## src/rtl/bf16_pkg.sv

```systemverilog
// Shared BF16 types and constants for the FMA datapath (multiplier and adder).
package bf16_pkg;

  localparam int unsigned BF16_BIAS    = 127;
  localparam logic [7:0]  BF16_EXP_MAX = 8'hFF;
  localparam logic [15:0] BF16_QNAN    = 16'h7FC0;

  // Operand classification; denormals are folded into ZERO.
  typedef enum logic [2:0] {
    ZERO,
    NORM,
    INF,
    QNAN,
    SNAN
  } bf16_class_e;

  typedef struct packed {
    logic       sign;
    logic [7:0] exp;
    logic [6:0] mant;
  } bf16_t;

  // Exception flags travelling with every result; the adder emits the same set.
  typedef struct packed {
    logic zero;
    logic underflow;
    logic overflow;
    logic qnan;
    logic snan;
    logic pos_inf;
    logic neg_inf;
  } bf16_flags_t;

  function automatic bf16_class_e bf16_classify(input bf16_t x);
    if (x.exp == 8'h00)         return ZERO;
    if (x.exp != BF16_EXP_MAX)  return NORM;
    if (x.mant == 7'h00)        return INF;
    if (x.mant[6])              return QNAN;
    return SNAN;
  endfunction

endpackage

```

## src/rtl/bf16_round_pack.sv

```systemverilog
// Combinational normalise / round / pack of a raw 8x8 mantissa product.
// Flushes results below min normal to signed zero and saturates to inf.
module bf16_round_pack
  import bf16_pkg::*;
#(
  parameter bit ROUND_NEAREST = 1'b1
) (
  input  logic              sign_i,
  input  logic [15:0]       prod_i,
  input  logic signed [9:0] exp_i,
  output bf16_t             result_o,
  output bf16_flags_t       flags_o
);

  logic signed [9:0] exp_norm;
  logic signed [9:0] exp_rnd;
  logic [6:0]        mant;
  logic              guard;
  logic              sticky;
  logic              round_up;
  logic [7:0]        mant_rnd;

  // Normalise the 1.x / 1x.x product, round to 7 bits, then range-check the exponent.
  always_comb begin
    // NOTE: every output of a combinational block gets a value on every path, or a latch is inferred.
    result_o = '0;
    flags_o  = '0;

    if (prod_i[15]) begin
      exp_norm = exp_i + 10'sd1;
      mant     = prod_i[14:8];
      guard    = prod_i[7];
      sticky   = |prod_i[6:0];
    end else begin
      exp_norm = exp_i;
      mant     = prod_i[13:7];
      guard    = prod_i[6];
      sticky   = |prod_i[5:0];
    end

    round_up = ROUND_NEAREST && guard && (sticky || mant[0]);
    mant_rnd = {1'b0, mant} + {7'd0, round_up};
    // A carry out of the 7-bit mantissa leaves mant_rnd[6:0] == 0 and bumps the exponent.
    exp_rnd  = mant_rnd[7] ? exp_norm + 10'sd1 : exp_norm;

    if (exp_rnd >= 10'sd255) begin
      result_o         = '{sign: sign_i, exp: BF16_EXP_MAX, mant: 7'h00};
      flags_o.overflow = 1'b1;
      flags_o.pos_inf  = !sign_i;
      flags_o.neg_inf  = sign_i;
    end else if (exp_rnd <= 10'sd0) begin
      result_o          = '{sign: sign_i, exp: 8'h00, mant: 7'h00};
      flags_o.underflow = 1'b1;
      flags_o.zero      = 1'b1;
    end else begin
      result_o = '{sign: sign_i, exp: exp_rnd[7:0], mant: mant_rnd[6:0]};
    end
  end

endmodule

```

## src/rtl/bf16_mul_pipe.sv

```systemverilog
// Three-stage BF16 multiplier: classify, multiply, normalise/round/pack.
// One global enable stalls every stage together when the adder backpressures.
module bf16_mul_pipe
  import bf16_pkg::*;
#(
  parameter bit ROUND_NEAREST = 1'b1,
  parameter bit FLUSH_DENORM  = 1'b1
) (
  input  logic        clk,
  input  logic        rst_n,
  input  logic        in_valid,
  output logic        in_ready,
  input  logic [15:0] num1,
  input  logic [15:0] num2,
  output logic        out_valid,
  input  logic        out_ready,
  output logic [15:0] result,
  output logic        zero,
  output logic        underflow,
  output logic        overflow,
  output logic        qNaN,
  output logic        sNaN,
  output logic        positive_inf,
  output logic        negative_inf
);

  // Denormal inputs/outputs are always flushed; no gradual-underflow path exists.
  if (!FLUSH_DENORM) begin : g_param_check
    $error("bf16_mul_pipe: only FLUSH_DENORM=1 is supported");
  end

  logic en;

  // Stage 1: classified operands
  logic        v1_q;
  logic        sign1_q;
  bf16_class_e cls_a_q, cls_b_q;
  logic [7:0]  exp_a_q, exp_b_q;
  logic [7:0]  man_a_q, man_b_q;

  // Stage 2: raw product plus a pre-selected special result
  logic              v2_q;
  logic              sign2_q;
  logic [15:0]       prod2_q;
  logic signed [9:0] exp2_q;
  logic              spec2_q;
  bf16_t             spec_res2_q;
  bf16_flags_t       spec_flags2_q;

  logic              spec_d;
  bf16_t             spec_res_d;
  bf16_flags_t       spec_flags_d;
  logic [15:0]       prod_d;
  logic signed [9:0] exp_sum_d;

  // Stage 3: registered outputs
  logic        out_valid_q;
  bf16_t       result_q;
  bf16_flags_t flags_q;

  bf16_t       rp_result;
  bf16_flags_t rp_flags;

  bf16_t op_a, op_b;
  assign op_a = num1;
  assign op_b = num2;

  assign en       = !out_valid_q || out_ready;
  assign in_ready = en;

  // Stage 1 valid bit; bubbles advance with valid=0.
  always_ff @(posedge clk) begin
    // NOTE: sequential state uses non-blocking assignments so all stages update from pre-edge values.
    if (!rst_n) v1_q <= 1'b0;
    else if (en) v1_q <= in_valid;
  end

  // Stage 1 datapath: classify operands and prepend the implicit one.
  always_ff @(posedge clk) begin
    // NOTE: datapath registers are left unreset; only the valid bits decide whether their contents matter.
    if (en && in_valid) begin
      sign1_q <= op_a.sign ^ op_b.sign;
      cls_a_q <= bf16_classify(op_a);
      cls_b_q <= bf16_classify(op_b);
      exp_a_q <= op_a.exp;
      exp_b_q <= op_b.exp;
      man_a_q <= {1'b1, op_a.mant};
      man_b_q <= {1'b1, op_b.mant};
    end
  end

  assign prod_d    = {8'd0, man_a_q} * {8'd0, man_b_q};
  assign exp_sum_d = $signed({2'b00, exp_a_q}) + $signed({2'b00, exp_b_q})
                   - $signed(10'(BF16_BIAS));

  // Select the special-case result (NaN, inf, zero) that overrides the arithmetic path.
  always_comb begin
    logic any_nan, any_snan, inf_zero;
    spec_d       = 1'b0;
    spec_res_d   = '0;
    spec_flags_d = '0;

    any_snan = (cls_a_q == SNAN) || (cls_b_q == SNAN);
    any_nan  = any_snan || (cls_a_q == QNAN) || (cls_b_q == QNAN);
    inf_zero = ((cls_a_q == INF) && (cls_b_q == ZERO)) ||
               ((cls_a_q == ZERO) && (cls_b_q == INF));

    if (any_nan || inf_zero) begin
      spec_d            = 1'b1;
      spec_res_d        = BF16_QNAN;
      spec_flags_d.qnan = 1'b1;
      spec_flags_d.snan = any_snan;
    end else if ((cls_a_q == INF) || (cls_b_q == INF)) begin
      spec_d               = 1'b1;
      spec_res_d           = '{sign: sign1_q, exp: BF16_EXP_MAX, mant: 7'h00};
      spec_flags_d.pos_inf = !sign1_q;
      spec_flags_d.neg_inf = sign1_q;
    end else if ((cls_a_q == ZERO) || (cls_b_q == ZERO)) begin
      spec_d            = 1'b1;
      spec_res_d        = '{sign: sign1_q, exp: 8'h00, mant: 7'h00};
      spec_flags_d.zero = 1'b1;
    end
  end

  // Stage 2 valid bit.
  always_ff @(posedge clk) begin
    if (!rst_n) v2_q <= 1'b0;
    else if (en) v2_q <= v1_q;
  end

  // Stage 2 datapath: mantissa product, biased exponent sum, special selection.
  always_ff @(posedge clk) begin
    if (en && v1_q) begin
      sign2_q       <= sign1_q;
      prod2_q       <= prod_d;
      exp2_q        <= exp_sum_d;
      spec2_q       <= spec_d;
      spec_res2_q   <= spec_res_d;
      spec_flags2_q <= spec_flags_d;
    end
  end

  bf16_round_pack #(
    .ROUND_NEAREST (ROUND_NEAREST)
  ) u_round_pack (
    .sign_i   (sign2_q),
    .prod_i   (prod2_q),
    .exp_i    (exp2_q),
    .result_o (rp_result),
    .flags_o  (rp_flags)
  );

  // Stage 3: register the packed result and flags; held stable while stalled.
  always_ff @(posedge clk) begin
    if (!rst_n) begin
      out_valid_q <= 1'b0;
      result_q    <= '0;
      flags_q     <= '0;
    end else if (en) begin
      out_valid_q <= v2_q;
      if (v2_q) begin
        result_q <= spec2_q ? spec_res2_q   : rp_result;
        flags_q  <= spec2_q ? spec_flags2_q : rp_flags;
      end
    end
  end

  assign out_valid    = out_valid_q;
  assign result       = result_q;
  assign zero         = flags_q.zero;
  assign underflow    = flags_q.underflow;
  assign overflow     = flags_q.overflow;
  assign qNaN         = flags_q.qnan;
  assign sNaN         = flags_q.snan;
  assign positive_inf = flags_q.pos_inf;
  assign negative_inf = flags_q.neg_inf;

endmodule
```

## config.mk

```make
export PLATFORM = sky130hd
export DESIGN_NAME = bf16_mul_pipe
export DESIGN_NICKNAME = d
export VERILOG_FILES = /design/src/rtl/bf16_pkg.sv /design/src/rtl/bf16_round_pack.sv /design/src/rtl/bf16_mul_pipe.sv
export SDC_FILE = /design/constraint.sdc
export NUM_CORES = 1
export LEC_CHECK = 0
export BUFFER_PORTS_ARGS = -buffer_cell sky130_fd_sc_hd__buf_2
export CELL_PAD_IN_SITES_DETAIL_PLACEMENT = 1
export CELL_PAD_IN_SITES_GLOBAL_PLACEMENT = 1
export CORE_ASPECT_RATIO = 0.9
export CORE_MARGIN = 8
export CORE_UTILIZATION = 35
export CTS_CLUSTER_DIAMETER = 100
export DETAILED_ROUTE_END_ITERATION = 8
export PLACE_DENSITY_LB_ADDON = 0.1
export SYNTH_ARGS = -nofsm -noshare
export SYNTH_HDL_FRONTEND = slang
export SYNTH_HIERARCHICAL = 1
export SYNTH_SLANG_ARGS = --single-unit
```

## constraint.sdc

```tcl
create_clock -name clk -period 4.7 [get_ports clk]
set_input_delay 0.235 -clock clk [delete_from_list [all_inputs] [get_ports clk]]
set_output_delay 0.235 -clock clk [all_outputs]
set_load 0.005 [all_outputs]
```

==> qor.csv, run 1 <==
stage;metric;value;unit
clock_tree;Max clock buf depth;2;
finish;final instance area;8110;sq um
worst_setup_path;crit path to;prod2_q[14]$_DFFE_PP_;
worst_setup_path;kind of critical path;reg2reg;
synthesis;Distinct cells, synth;66;
finish;layout cells sized above 1;13.8;%
worst_setup_path;CP Launch Type;register;
detailed_routing;Wirelength per Cell;16.6;um
pwr;sequential power share;35.9;%
worst_setup_path;arrival time at the worst endpoint;4.58;ns
sta;Final period util;95.5;%
clock_tree;CTS Buf Count;9;
finish;fillers;2321;
finish;Layout area overhead;11.4;%
clock_tree;post-cts resize count;0;
sta;Achievable Freq;0.223;GHz
clock_tree;CTS clk-pin slew, worst paths;0.08;ns
worst_setup_path;Setup crit end kind;register;
floorplan;Chip Height;153;um
floorplan;IO Pins;61;
synthesis;syn_area_per_cell;10.2;sq um
detailed_routing;Vias;5186;
synthesis;Main synth FF type;edfxtp_1;
synthesis;yosys warns;6;
detailed_routing;drt pass-1 iters;4;
sta;max_slew headroom;43.6;%
worst_setup_path;CP bufs+invs;4;
pwr;pwr dens;405;nW/um^2
worst_setup_path;reg2reg start;man_b_q[4]$_DFFE_PP_;
synthesis;Post-synth ARST share;0;%
clock_tree;CTS H-tree lvls;3;
pwr;Switching Share;37.9;%
worst_setup_path;Crit Reg-Reg Endpoint;prod2_q[14]$_DFFE_PP_;
worst_setup_path;kind of cell adding the most delay to the critical path;adder cells;
worst_setup_path;CP Depth;14;
sta;Final Hold Viols;0;
pwr;worst vdd ir;0.000158;V
worst_setup_path;Reg2Reg Depth;14;
detailed_routing;DRT Wirelength;17100;um
place;Port Buffer Count;60;
sta;Final min period;4.49;ns
flow_run;Max-cap violations;0;
detailed_routing;Detail Route Antenna Nets;0;
pwr;Pint;0.00204;W
global_routing;largest net degree at the start of global routing;39;
sta;final setup fails;0;
global_routing;Congestion Overflow GR;0;
synthesis;Netlist Area Pre-Place;7270;sq um
pwr;Comb pwr share;42.2;%
synthesis;Yosys reg bits;99;
global_routing;initial antenna violation count;0;
sta;Setup TNS;0;ns
floorplan;CORE AREA;20600;sq um
floorplan;Die X;168;um
worst_setup_path;worst-path fanout max;8;
clock_tree;Post-CTS Hold Buffers;0;
sta;Worst-Margin Slew;0.840;ns
clock_tree;setup bufs post-CTS;0;
sta;worst clock skew;0.0116;ns
worst_setup_path;critical-path cell list;and2_1 -> fa_1 -> inv_1 -> fa_1 -> inv_1 -> fa_1 -> inv_1 -> fa_1 -> inv_1 -> ha_1 -> o21a_1 -> a211oi_2 -> o21ai_1 -> xor2_1;
detailed_routing;initial DRC count;205;
finish;fin nets;887;
sta;Final Max Tran Viols;0;
worst_setup_path;r2r setup slk;0.21;ns
place;placed cell area;7800;sq um
detailed_routing;Residual DRC;0;
detailed_routing;Vias/cell;5.05;
synthesis;EDFF count, synth;73;
floorplan;Initial Util;35.3;%
pwr;Clk network pwr share;21.9;%
clock_tree;CTS tree;built;
worst_setup_path;WP data required;4.79;ns
global_routing;first-pass GRT wire length;28700;um
min_path;Hold Path Class;in2reg;
global_routing;GRT Total Usage;13.7;%
clock_tree;Root Driver;clkbuf_16;
finish;final design utilization;39.4;%
worst_setup_path;CP max stage delay;0.54;ns
sta;RSZ-0062 raised after global routing;no;
place;DP HPWL;13900;um
pwr;total net switching power;0.00124;W
place;GP Congestion;0.825;
global_routing;vias in the first global route;5634;
min_path;hold depth;1;
floorplan;Rows;50;
synthesis;sequential area share after synthesis;37.3;%
worst_setup_path;CP max-delay cell;fa_1;
clock_tree;CTS sink cnt;99;
clock_tree;Clock Latency Late Sink;0.35;ns
floorplan;DIE AREA;25700;sq um
pwr;LEAKAGE;3.58;nW
finish;Ant. Diodes;0;
worst_setup_path;Critical Path Source;man_b_q[4]$_DFFE_PP_;
run_status;status;complete, no violations;
synthesis;Mapped Cells;711;
## per-layer routing
| metal | share of wire (%) | global-route usage (%) | vias up |
|---|---|---|---|
| li1 | - | - | 2596 |
| met1 | 51 | 18.6 | 2515 |
| met2 | 45 | 21.8 | 64 |
| met3 | 2.9 | 2.95 | 11 |
| met4 | 1.0 | 3.14 | 0 |
| met5 | 0 | 0 | - |
## sequential cells by signal (all words and copies together) (netlist names), 3 cells and up
register,flops
exp_b_q,8
spec_res2_q,3
prod2_q,16
cls_b_q,3
man_b_q,7
man_a_q,7
result,16
cls_a_q,3
spec_flags2_q,5
exp_a_q,8
exp2_q,10
## Yosys cell counts (all sizes together) (3+ instances only)
cell,count,share of area (%)
a22oi,3,0.31
a211oi,8,0.89
nor4,19,1.7
fa,37,10
and2,41,3.5
or3,3,0.26
xor2,18,2.3
o31ai,3,0.50
o211a,18,2.5
nor4b,4,0.69
edfxtp,73,30
xnor2,18,2.2
nand2b,6,0.52
a21o,7,0.72
dfxtp,26,7.2
nand2,46,2.4
nor3,8,0.55
a21oi,33,2.3
nand3,23,1.6
clkbuf,16,0.84
nor2b,9,0.88
o2111ai,3,0.36
inv,79,4.1
nand4,9,0.77
o21ai,18,1.2
nor2,40,2.2
mux2,6,0.93
buf,14,1.2
and3b,4,0.48
o211ai,4,0.41
mux2i,16,2.3
or2,6,0.52
o21a,7,0.72
a21boi,9,0.93
ha,53,9.1
## how the worst min path moves through the flow
stage | startpoint | to
final | num1[4] | man_a_q[4]$_DFFE_PP_
after global routing | num1[4] | man_a_q[4]$_DFFE_PP_
after CTS | num1[4] | man_a_q[4]$_DFFE_PP_
after detailed placement | num1[4] | man_a_q[4]$_DFFE_PP_
after global placement | num2[1] | man_b_q[1]$_DFFE_PP_
after floorplan | num1[7] | exp_a_q[0]$_DFFE_PP_
## layout make-up
class	count	area, sq um	area share (%)
multi-input cells	504	4120	50.8
flip-flops and latches	99	2710	33.5
repair buffers	68	360	4.45
well taps	260	325	4.01
inverters	79	297	3.66
clock buffers	10	229	2.82
clock inverters	6	61.3	0.756
## cells in the final DEF (no fill, tap or decap), types with 8 or more instances in the layout
cell type,instances
inv_1,79
nor2_1,39
o211a_1,18
a21oi_1,33
nor4_1,18
and2_1,41
o21ai_0,15
a21boi_0,9
buf_4,8
clkbuf_16,9
buf_2,60
nand4_1,9
xnor2_1,18
dfxtp_1,26
nor3_1,8
nand2_1,46
fa_1,37
nor2b_1,8
nand3_1,23
ha_1,53
mux2i_1,15
edfxtp_1,73
xor2_1,17
## power by group through the flow
stage | clock network, W | logic [W] | registers (W)
6_report | 0.000718 | 0.00139 | 0.00118
5_1_grt | 0.000773 | 0.00157 | 0.00120
4_1_cts | 0.000743 | 0.00140 | 0.00118
3_5_place_dp | 0 | 0.00139 | 0.00120
3_3_place_gp | 0 | 0.00136 | 0.00120
2_1_floorplan | 0 | 0.00106 | 0.00115
## stage by stage
stage          power [W]  cells  hold WS (ns)  setup WS [ns]
6_report         0.00328   1026        0.0665          0.213
5_1_grt          0.00354   1026        0.0495        0.00797
4_1_cts          0.00333   1024        0.0536          0.192
3_5_place_dp     0.00260   1008         0.430          0.201
3_3_place_gp     0.00255   1008         0.428          0.289
2_1_floorplan    0.00221    712         0.334          0.503
## worst reg2reg max path: cells and delay by family (launching register included)
kind,cells,cell delay (ns)
xor+xnor,1,0.16
simple gates,1,0.24
flops,1,0.52
compound gates,3,0.67
fa+ha+maj,5,2.40
buf+inv,4,0.22
## cell families after synthesis
family	after synthesis	synth area share [%]
buffers and inverters	109	6.12
multiplexers	22	3.18
other	1	0.0516
flip-flops	99	37.3
XOR/XNOR	36	4.44
AND/OR/NAND/NOR	225	17.0
AO/OA/AOI/OAI	129	12.7
adder cells (fa/ha/maj)	90	19.3
Power figures use the tool's default switching activity.
==> run 2: changes to the inputs <==
--- a/config.mk
+++ b/config.mk
@@ -5,6 +5,7 @@
 export SDC_FILE = /design/constraint.sdc
 export NUM_CORES = 1
 export LEC_CHECK = 0
+export ABC_AREA = 1
 export BUFFER_PORTS_ARGS = -buffer_cell sky130_fd_sc_hd__buf_2
 export CELL_PAD_IN_SITES_DETAIL_PLACEMENT = 1
 export CELL_PAD_IN_SITES_GLOBAL_PLACEMENT = 1
==> run 2 against run 1 <==
Against the previous run: design area rose by 4.2%; final cell count rose by 26%; hold slack improved by 0.0065 ns; combinational power shrank 3%; synthesized cell count increased by 32%; die area is 4.0% higher; clock-buffer cell count down 1; area after synthesis increased by 4.4%; sequential cell count did not move; via count up 11%; global-route usage about the same; maximum frequency rose by 7.6%.
==> qor.csv, run 2 <==
stage;metric;value;unit
run_status;status;complete, no violations;
sta;RSZ-0062 raised after global routing;no;
synthesis;sequential area share after synthesis;35.7;%
floorplan;Initial Util;35.3;%
worst_setup_path;WP data required;4.81;ns
detailed_routing;drt pass-1 iters;4;
synthesis;synth top area cells;edfxtp_1 29%, nand2_1 14%, fa_1 9.7%, inv_1 9.6%, ha_1 8.7%;
finish;Ant. Diodes;0;
clock_tree;CTS tree;built;
clock_tree;Clock Latency Late Sink;0.35;ns
worst_setup_path;kind of critical path;reg2reg;
worst_setup_path;critical-path cell list;nand2_1 -> inv_1 -> fa_1 -> inv_1 -> fa_1 -> inv_1 -> fa_1 -> inv_1 -> fa_1 -> inv_1 -> ha_1 -> nand2_1 -> nand2_1 -> nand2_1 -> nand2_1 -> nand2_1 -> nand3_1 -> nand2_1 -> nand2_1;
finish;Finished Layout Cells;1291;
sta;Achievable Freq;0.240;GHz
sta;Final min period;4.17;ns
synthesis;Post-synth ARST share;0;%
synthesis;syn_area_per_cell;8.07;sq um
worst_setup_path;CP max-delay cell;edfxtp_1;
sta;max_slew headroom;46.1;%
global_routing;vias in the first global route;6088;
sta;final setup fails;0;
floorplan;Rows;51;
sta;Final Hold Viols;0;
detailed_routing;DRT Wirelength;17000;um
place;Port Buffer Count;60;
worst_setup_path;arrival time at the worst endpoint;4.28;ns
synthesis;Distinct cells, synth;39;
global_routing;Congestion Overflow GR;0;
place;DP HPWL;14100;um
place;Post-Place Cells;1275;
worst_setup_path;most used cell, CP;nand2_1;
clock_tree;CTS clk-pin slew, worst paths;0.07;ns
global_routing;initial antenna violation count;0;
worst_setup_path;Reg2Reg Depth;19;
detailed_routing;Vias;5731;
place;dpl ws;0.498;ns
floorplan;DIE AREA;26700;sq um
finish;register area;2710;sq um
sta;Setup TNS;0;ns
clock_tree;Root Driver;clkbuf_16;
clock_tree;CTS sink cnt;99;
floorplan;IO Pins;61;
clock_tree;setup bufs post-CTS;0;
worst_setup_path;Crit Reg-Reg Endpoint;prod2_q[14]$_DFFE_PP_;
clock_tree;Post-CTS Hold Buffers;0;
synthesis;EDFF count, synth;73;
worst_setup_path;r2r setup slk;0.53;ns
worst_setup_path;Setup crit end kind;register;
synthesis;Mapped Cells;942;
floorplan;Die X;171;um
detailed_routing;Residual DRC;0;
synthesis;cell taking the most area after synthesis;edfxtp_1;
detailed_routing;Vias/cell;4.44;
min_path;Hold Path Class;in2reg;
sta;Final period util;88.7;%
sta;worst clock skew;0.00856;ns
clock_tree;Max clock buf depth;2;
finish;final instance area;8440;sq um
flow_run;Max-cap violations;0;
detailed_routing;initial DRC count;188;
sta;Final Max Tran Viols;0;
synthesis;Main synth FF type;edfxtp_1;
worst_setup_path;reg2reg start;man_b_q[5]$_DFFE_PP_;
floorplan;CORE AREA;21500;sq um
pwr;worst vdd ir;0.000170;V
worst_setup_path;worst-path fanout max;8;
sta;final worst setup slack;0.531;ns
synthesis;yosys warns;6;
clock_tree;CTS H-tree lvls;3;
finish;Multi-input gate area;3970;sq um
min_path;hold_sp;num2[4];
detailed_routing;Wirelength per Cell;13.2;um
finish;fillers;2658;
global_routing;first-pass GRT wire length;29600;um
finish;most common cell after layout, fill and taps aside;nand2_1;
finish;Layout area overhead;11.1;%
synthesis;Commonest cells post-synth;280 x nand2_1, 194 x inv_1, 73 x edfxtp_1;
global_routing;largest net degree at the start of global routing;40;
worst_setup_path;Critical Path Source;man_b_q[5]$_DFFE_PP_;
finish;layout cells sized above 1;12.3;%
pwr;LEAKAGE;4.41;nW
global_routing;GRT Total Usage;13.7;%
synthesis;Yosys reg bits;99;
clock_tree;CTS Buf Count;9;
worst_setup_path;CP Launch Type;register;
pwr;pwr dens;388;nW/um^2
floorplan;Chip Height;156;um
sta;Worst-Margin Slew;0.809;ns
finish;most frequent cells in the layout;280 x nand2_1, 194 x inv_1, 73 x edfxtp_1;
synthesis;top-area cell type share of the netlist area;28.9;%
place;placed cell area;8120;sq um
sta;Hold Worst Slack;0.0730;ns
clock_tree;post-cts resize count;0;
synthesis;Netlist Area Pre-Place;7600;sq um
detailed_routing;Detail Route Antenna Nets;0;
synthesis;most common cell in the netlist;nand2_1;
worst_setup_path;crit path to;prod2_q[14]$_DFFE_PP_;
place;GP Congestion;0.781;
worst_setup_path;CP max stage delay;0.54;ns
finish;fin nets;1121;
## run 2: how the worst min path moves through the flow
stage	to	cells after the start
3_5_place_dp	man_b_q[4]$_DFFE_PP_	1
6_report	man_b_q[4]$_DFFE_PP_	1
3_3_place_gp	man_b_q[3]$_DFFE_PP_	1
4_1_cts	man_b_q[4]$_DFFE_PP_	1
2_1_floorplan	exp_a_q[0]$_DFFE_PP_	0
5_1_grt	man_b_q[4]$_DFFE_PP_	1
## run 2: logic make-up after synthesis
kind of cell,synth area share [%]
AND/OR/NAND/NOR,26.7
buffers and inverters,12.2
XOR/XNOR,2.08
other,0.0494
flip-flops,35.7
adder cells (fa/ha/maj),18.5
AO/OA/AOI/OAI,4.83
## run 2: final cells by class
class / count / area share [%]
multi-input combinational: 621 / 47.0
sequential: 99 / 32.1
tap: 291 / 4.31
timing repair buffer: 62 / 3.73
clock buffer: 9 / 2.67
inverter: 202 / 9.07
clock inverter: 7 / 1.11
## run 2: critical path: cells and delay by family, from the launching register on
kind	cells	cell delay [ns]
buffers and inverters	5	0.27
adders and majority gates	5	2.41
DFF	1	0.54
and+or+nand+nor	9	0.70
## run 2: per-layer routing
layer	routed length, um	GRT usage, %	vias up
met5	0	0	-
met4	136	3.27	0
met3	471	2.43	10
met2	7060	20.8	69
met1	9340	19.7	2600
li1	-	-	3052
## run 2: power by group
group	total [W]	switching [W]	internal (W)	leakage (nW)
registers	0.00114	0.0000663	0.00107	0.909
logic	0.00135	0.000860	0.000493	3.34
clock network	0.000787	0.000359	0.000428	0.153
total	0.00328	0.00128	0.00199	4.41
## run 2: metrics by stage
stage / util [%] / power (W)
after floorplan: - / 0.00218
after CTS: 39.3 / 0.00334
after global placement: 37.8 / 0.00253
after global routing: 39.3 / 0.00359
after detailed placement: 37.8 / 0.00253
final: 39.3 / 0.00328
==> run 3: changes to the inputs <==
--- a/config.mk
+++ b/config.mk
@@ -14,6 +14,7 @@
 export CORE_UTILIZATION = 35
 export CTS_CLUSTER_DIAMETER = 100
 export DETAILED_ROUTE_END_ITERATION = 8
+export HOLD_SLACK_MARGIN = 0.15
 export PLACE_DENSITY_LB_ADDON = 0.1
 export SYNTH_ARGS = -nofsm -noshare
 export SYNTH_HDL_FRONTEND = slang
==> run 3 against run 2 <==
Against the previous run: final cell count grew 2.4%; sequential share of layout area down 1.1 points; clock skew barely moved; via count up 2.2%; critical path depth is the same; clock power hardly changed; first-iteration DRC count grew 2.1%; critical endpoint unchanged; largest power group unchanged.
==> qor.csv, run 3 (same netlist as run 2, synthesis figures left out) <==
stage;metric;value;unit
run_status;status;complete, no violations;
sta;max_slew headroom;46.1;%
sta;Final period util;88.7;%
finish;layout cells sized above 1;11.9;%
global_routing;Congestion Overflow GR;0;
pwr;pwr dens;377;nW/um^2
clock_tree;CTS tree;built;
place;dpl ws;0.498;ns
worst_setup_path;Reg2Reg Depth;19;
place;Port Buffer Count;60;
clock_tree;Clock Latency Late Sink;0.35;ns
sta;Final Hold Viols;0;
floorplan;Die X;171;um
clock_tree;setup bufs post-CTS;0;
worst_setup_path;worst-path fanout max;8;
sta;Setup TNS;0;ns
clock_tree;Max clock buf depth;2;
place;GP Congestion;0.781;
global_routing;GRT Total Usage;13.9;%
detailed_routing;Vias;5859;
detailed_routing;Residual DRC;0;
clock_tree;CTS H-tree lvls;3;
worst_setup_path;CP Launch Type;register;
clock_tree;CTS sink cnt;99;
detailed_routing;Wirelength per Cell;13.1;um
detailed_routing;DRT Wirelength;17300;um
finish;fin nets;1152;
global_routing;vias in the first global route;6204;
sta;RSZ-0062 raised after global routing;no;
pwr;LEAKAGE;4.54;nW
global_routing;first-pass GRT wire length;30200;um
clock_tree;CTS Buf Count;9;
clock_tree;Root Driver;clkbuf_16;
global_routing;largest net degree at the start of global routing;40;
detailed_routing;initial DRC count;192;
finish;most common cell after layout, fill and taps aside;nand2_1;
worst_setup_path;r2r setup slk;0.53;ns
min_path;Hold Path Class;in2reg;
sta;Worst-Margin Slew;0.809;ns
detailed_routing;Vias/cell;4.43;
sta;final worst setup slack;0.531;ns
worst_setup_path;Crit Reg-Reg Endpoint;prod2_q[14]$_DFFE_PP_;
floorplan;IO Pins;61;
floorplan;Rows;51;
finish;most frequent cells in the layout;280 x nand2_1, 194 x inv_1, 73 x edfxtp_1;
worst_setup_path;reg2reg start;man_b_q[5]$_DFFE_PP_;
worst_setup_path;kind of critical path;reg2reg;
detailed_routing;drt pass-1 iters;4;
sta;Final Max Tran Viols;0;
sta;worst clock skew;0.00877;ns
detailed_routing;Detail Route Antenna Nets;0;
clock_tree;CTS clk-pin slew, worst paths;0.08;ns
sta;Hold Worst Slack;0.181;ns
place;DP HPWL;14100;um
worst_setup_path;Critical Path Source;man_b_q[5]$_DFFE_PP_;
finish;fillers;2626;
worst_setup_path;WP data required;4.81;ns
global_routing;initial antenna violation count;0;
sta;final setup fails;0;
floorplan;DIE AREA;26700;sq um
finish;Ant. Diodes;0;
finish;Layout area overhead;15.2;%
worst_setup_path;crit path to;prod2_q[14]$_DFFE_PP_;
worst_setup_path;Setup crit end kind;register;
floorplan;CORE AREA;21500;sq um
floorplan;Chip Height;156;um
pwr;worst vdd ir;0.000171;V
floorplan;Initial Util;35.3;%
sta;Achievable Freq;0.240;GHz
sta;Final min period;4.17;ns
worst_setup_path;arrival time at the worst endpoint;4.28;ns
flow_run;Max-cap violations;0;
[run 3: changes by cell type in the layout (fill, tap and decap cells not counted)]
| cell | before | now |
|---|---|---|
| dlygate4sd3_1 | 0 | 31 |
[run 3: worst max-delay path, cell delays in order, from the launching register on]
cell	delay (ns)
edfxtp_1	0.54
nand2_1	0.12
inv_1	0.07
fa_1	0.49
inv_1	0.06
fa_1	0.53
inv_1	0.05
fa_1	0.53
inv_1	0.05
fa_1	0.52
inv_1	0.04
ha_1	0.34
nand2_1	0.08
nand2_1	0.07
nand2_1	0.07
nand2_1	0.07
nand2_1	0.09
nand3_1	0.09
nand2_1	0.07
nand2_1	0.04
[run 3: layout make-up]
type	instances	area, sq um	area share, %
timing repair buffer	93	626	7.15
tap	291	364	4.16
clock inverter	7	93.8	1.07
inverter	202	766	8.75
multi-input combinational	621	3970	45.3
clock buffer	9	225	2.57
sequential	99	2710	31.0
[run 3: how the worst min path moves through the flow]
stage | end | slack (ns) | from | depth (start not counted)
2_1_floorplan | exp_a_q[0]$_DFFE_PP_ | 0.33 | num1[7] | 0
3_3_place_gp | man_b_q[3]$_DFFE_PP_ | 0.43 | num2[3] | 1
3_5_place_dp | man_b_q[4]$_DFFE_PP_ | 0.43 | num2[4] | 1
4_1_cts | v2_q$_SDFFE_PN0N_ | 0.17 | out_ready | 4
5_1_grt | sign1_q$_DFFE_PP_ | 0.19 | num1[15] | 2
6_report | v1_q$_SDFFE_PN0N_ | 0.18 | out_ready | 4
[run 3: repair_timing]
action	4_1_cts	5_1_grt
hold endpoints to repair	31	0
resized for setup	0	0
hold buffers	31	0
[run 3: report_power, final]
group	internal (W)	switching [W]
logic	0.000510	0.000863
registers	0.00107	0.0000663
clock network	0.000428	0.000359
total	0.00201	0.00129
[run 3: through the flow]
stage,std cells,util (%),area (sq um),total power (W)
3_5_place_dp,1275,37.8,8120,0.00253
2_1_floorplan,943,-,7600,0.00218
6_report,1322,40.7,8750,0.00330
4_1_cts,1322,40.7,8750,0.00336
5_1_grt,1322,40.7,8750,0.00361
3_3_place_gp,1275,37.8,8120,0.00253
[run 3: routing by layer]
layer  part of all wire (%)  global-route usage [%]  wire, um
met2                     43                    21.6      7380
met4                   0.78                    3.27       136
met5                      0                       0         0
met3                    2.6                    2.53       453
met1                     54                    19.7      9370
